===== config.mk =====
export PLATFORM = sky130hd
export DESIGN_NAME = inc_pipe_mc
export DESIGN_NICKNAME = d
export VERILOG_FILES = /design/src/rtl/inc_pipe_mc.sv
export SDC_FILE = /design/constraint.sdc
export NUM_CORES = 1
export LEC_CHECK = 0
export ABC_CLOCK_PERIOD_IN_PS = 2500
export CAP_MARGIN = 25
export CORE_MARGIN = 2
export CORE_UTILIZATION = 30
export DETAILED_ROUTE_END_ITERATION = 8
export PLACE_DENSITY = 0.6
export SLEW_MARGIN = 20
export SYNTH_ARGS = -nofsm -noshare
export SYNTH_HDL_FRONTEND = slang
export SYNTH_SLANG_ARGS = --single-unit

===== constraint.sdc =====
create_clock -name clk -period 2.5 [get_ports clk]
set_input_delay 0.375 -clock clk [delete_from_list [all_inputs] [get_ports clk]]
set_output_delay 0.375 -clock clk [all_outputs]
set_load 0.02 [all_outputs]

===== src/rtl/inc_pipe_mc.sv =====
// ---------------------------------------------------------------------------
// inc_pipe_mc
//
// Multi-lane registered incrementer with valid/ready flow control.
// Every lane of an accepted transfer gets INC added independently (no carry
// between lanes). The result, plus a per-lane carry-out flag, is held in a
// single output register stage until the sink takes it. A free-running
// counter tallies completed output handshakes.
//
// Ports
//   clk        : single clock, all state updates on the rising edge
//   reset      : synchronous, active-high; clears out_valid/out_data/out_ovf/
//                txn_count and discards any input presented at the same edge
//   in_valid   : source presents a transfer
//   in_ready   : block can accept this cycle (= !out_valid || out_ready)
//   in_data    : NCH lanes, lane i at [i*WIDTH +: WIDTH]
//   out_valid  : output register holds a transfer
//   out_ready  : sink accepts the held transfer this cycle
//   out_data   : incremented lanes, same packing as in_data
//   out_ovf    : bit i set when lane i carried out of WIDTH bits
//   txn_count  : completed output handshakes, wraps modulo 2^CNT_W
// ---------------------------------------------------------------------------
module inc_pipe_mc #(
    parameter int          NCH   = 3,
    parameter int          WIDTH = 40,
    parameter int unsigned INC   = 1,
    parameter int          SAT   = 0,
    parameter int          CNT_W = 16
) (
    input  logic                   clk,
    input  logic                   reset,
    input  logic                   in_valid,
    output logic                   in_ready,
    input  logic [NCH*WIDTH-1:0]   in_data,
    output logic                   out_valid,
    input  logic                   out_ready,
    output logic [NCH*WIDTH-1:0]   out_data,
    output logic [NCH-1:0]         out_ovf,
    output logic [CNT_W-1:0]       txn_count
);

    // Elaboration-time sanity checks on the geometry parameters.
    if (NCH < 1) begin : g_chk_nch
        $error("inc_pipe_mc: NCH must be >= 1");
    end
    if (WIDTH < 1) begin : g_chk_width
        $error("inc_pipe_mc: WIDTH must be >= 1");
    end
    if (CNT_W < 1) begin : g_chk_cnt_w
        $error("inc_pipe_mc: CNT_W must be >= 1");
    end

    // Increment truncated to the lane width (an oversized INC wraps).
    localparam logic [WIDTH-1:0] INC_W = WIDTH'(INC);

    logic                 out_valid_reg;
    logic [NCH*WIDTH-1:0] out_data_reg;
    logic [NCH-1:0]       out_ovf_reg;
    logic [CNT_W-1:0]     txn_count_reg;

    logic [NCH*WIDTH-1:0] data_next;
    logic [NCH-1:0]       ovf_next;

    logic accept;
    logic xfer;

    // in_ready depends only on the held state and out_ready, never on
    // in_valid, so a source may legally wait for in_ready before asserting.
    assign in_ready = !out_valid_reg || out_ready;
    assign accept   = in_valid && in_ready;
    assign xfer     = out_valid_reg && out_ready;

    // Per-lane adders: one extra bit captures the carry-out for the flag
    // and, in saturating mode, selects the all-ones clamp.
    for (genvar gi = 0; gi < NCH; gi++) begin : g_lane
        logic [WIDTH:0] sum;

        assign sum          = {1'b0, in_data[gi*WIDTH +: WIDTH]} + {1'b0, INC_W};
        assign ovf_next[gi] = sum[WIDTH];

        if (SAT != 0) begin : g_sat
            assign data_next[gi*WIDTH +: WIDTH] = sum[WIDTH] ? {WIDTH{1'b1}}
                                                             : sum[WIDTH-1:0];
        end else begin : g_wrap
            assign data_next[gi*WIDTH +: WIDTH] = sum[WIDTH-1:0];
        end
    end

    // Output register stage. An accept takes priority over a plain transfer,
    // which lets a simultaneous drain-and-refill keep out_valid high and
    // sustain one transfer per cycle. Without an accept the data and flags
    // are left untouched so they stay bit-stable during a stall.
    always_ff @(posedge clk) begin
        if (reset) begin
            out_valid_reg <= 1'b0;
            out_data_reg  <= '0;
            out_ovf_reg   <= '0;
            txn_count_reg <= '0;
        end else begin
            if (accept) begin
                out_valid_reg <= 1'b1;
                out_data_reg  <= data_next;
                out_ovf_reg   <= ovf_next;
            end else if (xfer) begin
                out_valid_reg <= 1'b0;
            end

            if (xfer) begin
                txn_count_reg <= txn_count_reg + CNT_W'(1);
            end
        end
    end

    assign out_valid = out_valid_reg;
    assign out_data  = out_data_reg;
    assign out_ovf   = out_ovf_reg;
    assign txn_count = txn_count_reg;

endmodule


==> results of run 1 <==
==> power groups by stage <==
stage	Sequential [µW]	Clock (µW)	Combinational, µW
2_1_floorplan	2700	0	389
4_1_cts	2470	2700	1370
6_report	2470	2640	1360
3_3_place_gp	2510	0	1360
3_5_place_dp	2520	0	1360
5_1_grt	2490	2810	1470
==> critical path, cell delays in order <==
cell and delay, ps:
clkdlybuf4s50_1 490, nand4_2 120, or4_4 560, or4_4 500
or3_1 310, a311oi_1 240
==> how the worst min path moves through the flow <==
stage | startpoint | to | slack [ps] | cells past startpoint
after global routing | out_data[81] | out_data[81] | 470 | 2
final | out_data[31] | out_data[31] | 450 | 2
after floorplan | in_data[0] | out_data[0] | 470 | 1
after CTS | reset | txn_count[5] | 450 | 2
after detailed placement | out_data[31] | out_data[31] | 440 | 2
after global placement | out_data[72] | out_data[72] | 430 | 2
==> layout by cell type, fill, tap and decap left out, types with 3 or more instances in the layout <==
| master | synthesis | routed |
|---|---|---|
| nor4_1 | 24 | 24 |
| o31ai_1 | 4 | 4 |
| inv_1 | 14 | 14 |
| inv_6 | 0 | 5 |
| nor2b_1 | 3 | 3 |
| xnor2_1 | 56 | 56 |
| clkbuf_16 | 0 | 17 |
| a21oi_1 | 17 | 17 |
| a211oi_1 | 83 | 83 |
| nand2_1 | 67 | 67 |
| buf_12 | 0 | 3 |
| nor3_1 | 23 | 23 |
| dfxtp_1 | 140 | 140 |
| and3_1 | 16 | 16 |
| nand3_1 | 43 | 43 |
| or3_1 | 20 | 20 |
| ha_1 | 4 | 4 |
| a311oi_1 | 19 | 19 |
| and4_1 | 24 | 24 |
| buf_4 | 0 | 107 |
| clkdlybuf4s50_1 | 0 | 263 |
| nor2_1 | 135 | 135 |
| and2_1 | 8 | 7 |
| xor2_1 | 40 | 40 |
| o22ai_1 | 3 | 3 |
| nor3b_1 | 5 | 5 |
| clkinv_4 | 0 | 3 |
| or4_1 | 9 | 9 |
| nand4_1 | 35 | 35 |
| o21ai_0 | 28 | 28 |
==> cell families (layout without fill, tap and decap cells) <==
| family | Yosys count | after routing |
|---|---|---|
| DFF | 140 | 140 |
| and+or+nand+nor | 423 | 423 |
| AOI/OAI and AO/OA | 162 | 162 |
| muxes | 2 | 2 |
| adders and majority gates | 4 | 4 |
| buffers and inverters | 72 | 419 |
| xor gates and xnor gates | 96 | 96 |
==> routing by layer <==
| metal | track usage, % | wire (µm) | up-vias |
|---|---|---|---|
| met4 | 5.69 | 522 | 0 |
| met2 | 29.8 | 10800 | 208 |
| met1 | 24.5 | 11100 | 3536 |
| met5 | 0 | 0 | - |
| li1 | - | - | 3972 |
| met3 | 5.45 | 1570 | 33 |
==> area by class of cell <==
cell class,count,area [µm²],area share (%)
clock inverters,13,154,1.33
repair buffers,373,3500,30.2
inverters,14,52.6,0.454
multi-input cells,687,4220,36.4
clock buffers,19,453,3.91
flip-flops and latches,140,2800,24.2
well taps,324,405,3.50
==> stage by stage <==
| stage | area, µm² | utilization, % | setup slack [ps] | total power [µW] |
|---|---|---|---|---|
| floorplan | 7290 | - | 295 | 3090 |
| global placement | 11000 | 45.5 | -198 | 3870 |
| detailed placement | 11000 | 45.5 | -211 | 3880 |
| CTS | 11600 | 48.0 | 221 | 6540 |
| global route | 11600 | 48.0 | 106 | 6760 |
| finish | 11600 | 48.0 | 221 | 6460 |
==> metrics, run 1 <==
Clock Latency Late Sink 420 ps; mux contribution to synthesized area 0.292%; Post-CTS Setup Inserts 0; Worst-Margin Slew 743 ps; I/O Buffers 264; RR Endpoint txn_count[15]; hold_buf cts 0; peak supply drop 320 µV; cell count after synthesis 899; critical register-to-register path startpoint txn_count[2]; max cap viols 0; Post-Synth Simple-Gate Area 29.9%; top post-synthesis cells by area dfxtp_1, a211oi_1, nor2_1; RSZ-0062 raised after global routing false; Worst Reg-to-Reg Cells 5; sum of negative setup slack 0 ps; min Tclk post-route 2280 ps; Horiz. Die Dim 160 µm; GPL Wtd Cong 0.845; Synth Register Bits 140; predominant post-synthesis flop cell dfxtp_1; DIE HEIGHT 160 µm; CTS sink cnt 140; Post-Layout Cell Count 1570; Root Driver clkbuf_16; count leader, synth dfxtp_1; CTS tree yes; Crit path required time 2820 ps; setup violators final 0; main combinational cell family by area after synthesis simple AND/OR/NAND/NOR gates; CP startpoint in_data[3]; WS Path Type primary input to flip-flop; P_sw 1840 µW; Avg Cell Area, Syn 8.11 µm²; most instantiated cells after synthesis dfxtp_1, nor2_1, a211oi_1; global-route wire length before repair 38.9 mm; # H-tree levels 4; FILL cells 2416; r2r setup slk 730 ps; crit path capture out_data[38]; initial antenna violation count 0; Synth Area in XOR/XNOR 11.5%; Netlist Area Pre-Place 0.00729 mm²; DR vias 7749; Iter 0 DRT Violations 319; vias in the first global route 7448; status completed; PwrDens 558 mW/mm²; Core Rows 57; remaining antenna violation count 0; core region area 0.0241 mm²; IO Count 265; yosys warns 0; Routed wire per std cell 15.3 µm; max reg flops 120; PostCTS Resize Cnt 0; worst hold slack 451 ps; Worst setup EP type flip-flop; crit path launch type primary input; Worst Skew 11.6 ps; syn_nets 1027; Distinct cells, synth 42; layout cells sized above 1 12.1%; clock power share 40.8%; Reg clk slew, reported paths 60 ps; Clock Path Buffers 2; Starting Density 30.2%; P_leak 0.00411 µW; drc violations 0; Combinational Power Share 21.0%; ANT cells 0; Max FO, Critical Path 2; adder-cell area share of the yosys netlist 0.687%; Fin. Hold Viols 0; share of the synthesized area in the top cell type 38.5%; Seq pwr share 38.2%; via density per instance 4.94; CTS buffer count 17; ys async rst share 0%; fin. max-slew vios 0; Post-synth EDFFs 0; Total Routing Usage GR 18.7%; worst min-delay path category flip-flop to flip-flop; Compound-Gate Fraction of Synth Area 15.5%; sequential-to-total area share from yosys stat 38.5%; data arrival time of the worst path 2600 ps; Worst slew margin 50.3%; Synth-to-Final Area Change 58.9%; Final period util 91.2%; area leader, netlist dfxtp_1; die area 0.0256 mm²; total global routing overflow 0; Pre-antenna DRT Iters 5; final WL 24.0 mm; pin count of the biggest net entering global routing 76; internal power 4620 µW; Detailed Place HPWL 18.2 mm; Nets 1361; placed cells 1538; Net Sw Frac 28.5%; FMAX 439 MHz
No activity file was read; power rests on OpenSTA's default activity.
==> run 2: changes to the inputs <==
--- a/config.mk
+++ b/config.mk
@@ -8,9 +8,9 @@
 export ABC_CLOCK_PERIOD_IN_PS = 2500
 export CAP_MARGIN = 25
 export CORE_MARGIN = 2
-export CORE_UTILIZATION = 30
+export CORE_UTILIZATION = 45
 export DETAILED_ROUTE_END_ITERATION = 8
-export PLACE_DENSITY = 0.6
+export PLACE_DENSITY = 0.83
 export SLEW_MARGIN = 20
 export SYNTH_ARGS = -nofsm -noshare
 export SYNTH_HDL_FRONTEND = slang
==> metrics, run 2 (same netlist as run 1, synthesis figures left out) <==
P_sw 1830 µW; Core Rows 46; CTS buffer count 17; IO Count 265; clock power share 40.9%; vias in the first global route 7548; most frequent cells in the layout clkdlybuf4s50_1, dfxtp_1, nor2_1, buf_4, a211oi_1; crit path launch type primary input; # H-tree levels 4; max cap viols 0; GRT Max-Usage Layer met2; DR vias 8011; Net Sw Frac 28.2%; Detailed Place HPWL 17.5 mm; CTS tree yes; Crit path required time 2840 ps; M2 GR Usage 45.9%; most used cell, CP or4_4; WS Path Type primary input to flip-flop; slowest stage cell, crit path or4_4; ANT cells 0; GPL Wtd Cong 0.853; Clock Latency Late Sink 420 ps; crit-path cells clkdlybuf4s50_1 -> nand4_2 -> or4_4 -> or4_4 -> or3_1 -> a311oi_1; CP startpoint in_data[3]; I/O Buffers 264; internal power 4650 µW; core region area 0.0159 mm²; M3 GR Usage 7.75%; Post-CTS Setup Inserts 0; Worst slew margin 49.8%; Combinational Power Share 21.0%; FMAX 435 MHz; Final Util 71.9%; pin count of the biggest net entering global routing 77; RSZ-0062 raised after global routing false; Worst-Margin Slew 750 ps; setup violators final 0; Worst setup EP type flip-flop; DIE HEIGHT 131 µm; global-route wire length before repair 38.4 mm; Root Driver clkbuf_16; Iter 0 DRT Violations 493; Synth-to-Final Area Change 56.7%; P_leak 0.00408 µW; Total Routing Usage GR 27.0%; die area 0.0172 mm²; Max FO, Critical Path 2; layout cells sized above 1 11.8%; Final period util 91.9%; via density per instance 5.49; drc violations 0; Nets 1357; status completed; min Tclk post-route 2300 ps; leading cell type in the layout, fill and taps excluded clkdlybuf4s50_1; peak supply drop 469 µV; peak per-stage delay on the critical path 570 ps; Clock Path Buffers 2; Seq pwr share 38.1%; max reg flops 120; Fin. Hold Viols 0; fin. max-slew vios 0; Horiz. Die Dim 131 µm; worst hold path startpoint reset; CTS sink cnt 140; worst min-delay path category primary input to flip-flop; Worst Skew 5.62 ps; Pre-antenna DRT Iters 5; critical register-to-register path startpoint out_valid; hold_buf cts 0; Post-Layout Cell Count 1458; data arrival time of the worst path 2630 ps; PwrDens 567 mW/mm²; Reg clk slew, reported paths 70 ps; final WL 23.8 mm; PostCTS Resize Cnt 0; initial antenna violation count 0; total global routing overflow 0; met1 Use GR 32.1%; Routed wire per std cell 16.3 µm; Starting Density 45.9%; remaining antenna violation count 0; placed cells 1426
## run 2: changes by cell type in the layout (fill, tap and decap cells not counted), sizes merged
cell and change:
clkbuf -2, clkinvlp +2, inv -2, clkinv +1, bufinv +1, buf -4
## run 2: final timing paths
path / endpoint / slack, ps / cells past startpoint
worst max-delay path: out_data[38] / 200 / 6
worst min-delay path: txn_count[13] / 370 / 2
worst max register to register: out_data[25] / 730 / 6
worst min register to register: out_data[81] / 450 / 2
## run 2: power by group through the flow
| stage | logic, µW | registers (µW) | clock network [µW] |
|---|---|---|---|
| global route | 1450 | 2490 | 2790 |
| detailed placement | 1350 | 2520 | 0 |
| global placement | 1330 | 2510 | 0 |
| CTS | 1360 | 2470 | 2680 |
| finish | 1360 | 2470 | 2650 |
| floorplan | 389 | 2700 | 0 |
## run 2: per-layer routing
| layer | routed length [µm] | vias to the layer above |
|---|---|---|
| met5 | 0 | - |
| met4 | 729 | 0 |
| met3 | 1770 | 54 |
| met2 | 11500 | 321 |
| met1 | 9770 | 3681 |
| li1 | - | 3955 |
## run 2: final cells by class
class / instances / area (µm²)
tap: 216 / 270
inverter: 14 / 52.6
sequential: 140 / 2800
fill: 1229 / 4460
clock inverter: 15 / 188
multi-input combinational: 687 / 4220
clock buffer: 17 / 425
timing repair buffer: 369 / 3470
## run 2: worst max-delay path: cells and delay by family
family,cells,cell delay (ps)
buffers and inverters,1,500
AND/OR/NAND/NOR,4,1530
AO/OA/AOI/OAI,1,240
## run 2: stage by stage
step | setup TNS, ps | total power [µW] | hold slack (ps) | setup slack [ps] | area (µm²)
after floorplan | 0 | 3090 | 471 | 295 | 7290
after global placement | -376 | 3840 | 435 | -180 | 10800
after detailed placement | -1080 | 3860 | 447 | -261 | 10800
after CTS | 0 | 6510 | 356 | 209 | 11400
after global routing | 0 | 6720 | 370 | 73.6 | 11400
final | 0 | 6480 | 372 | 202 | 11400
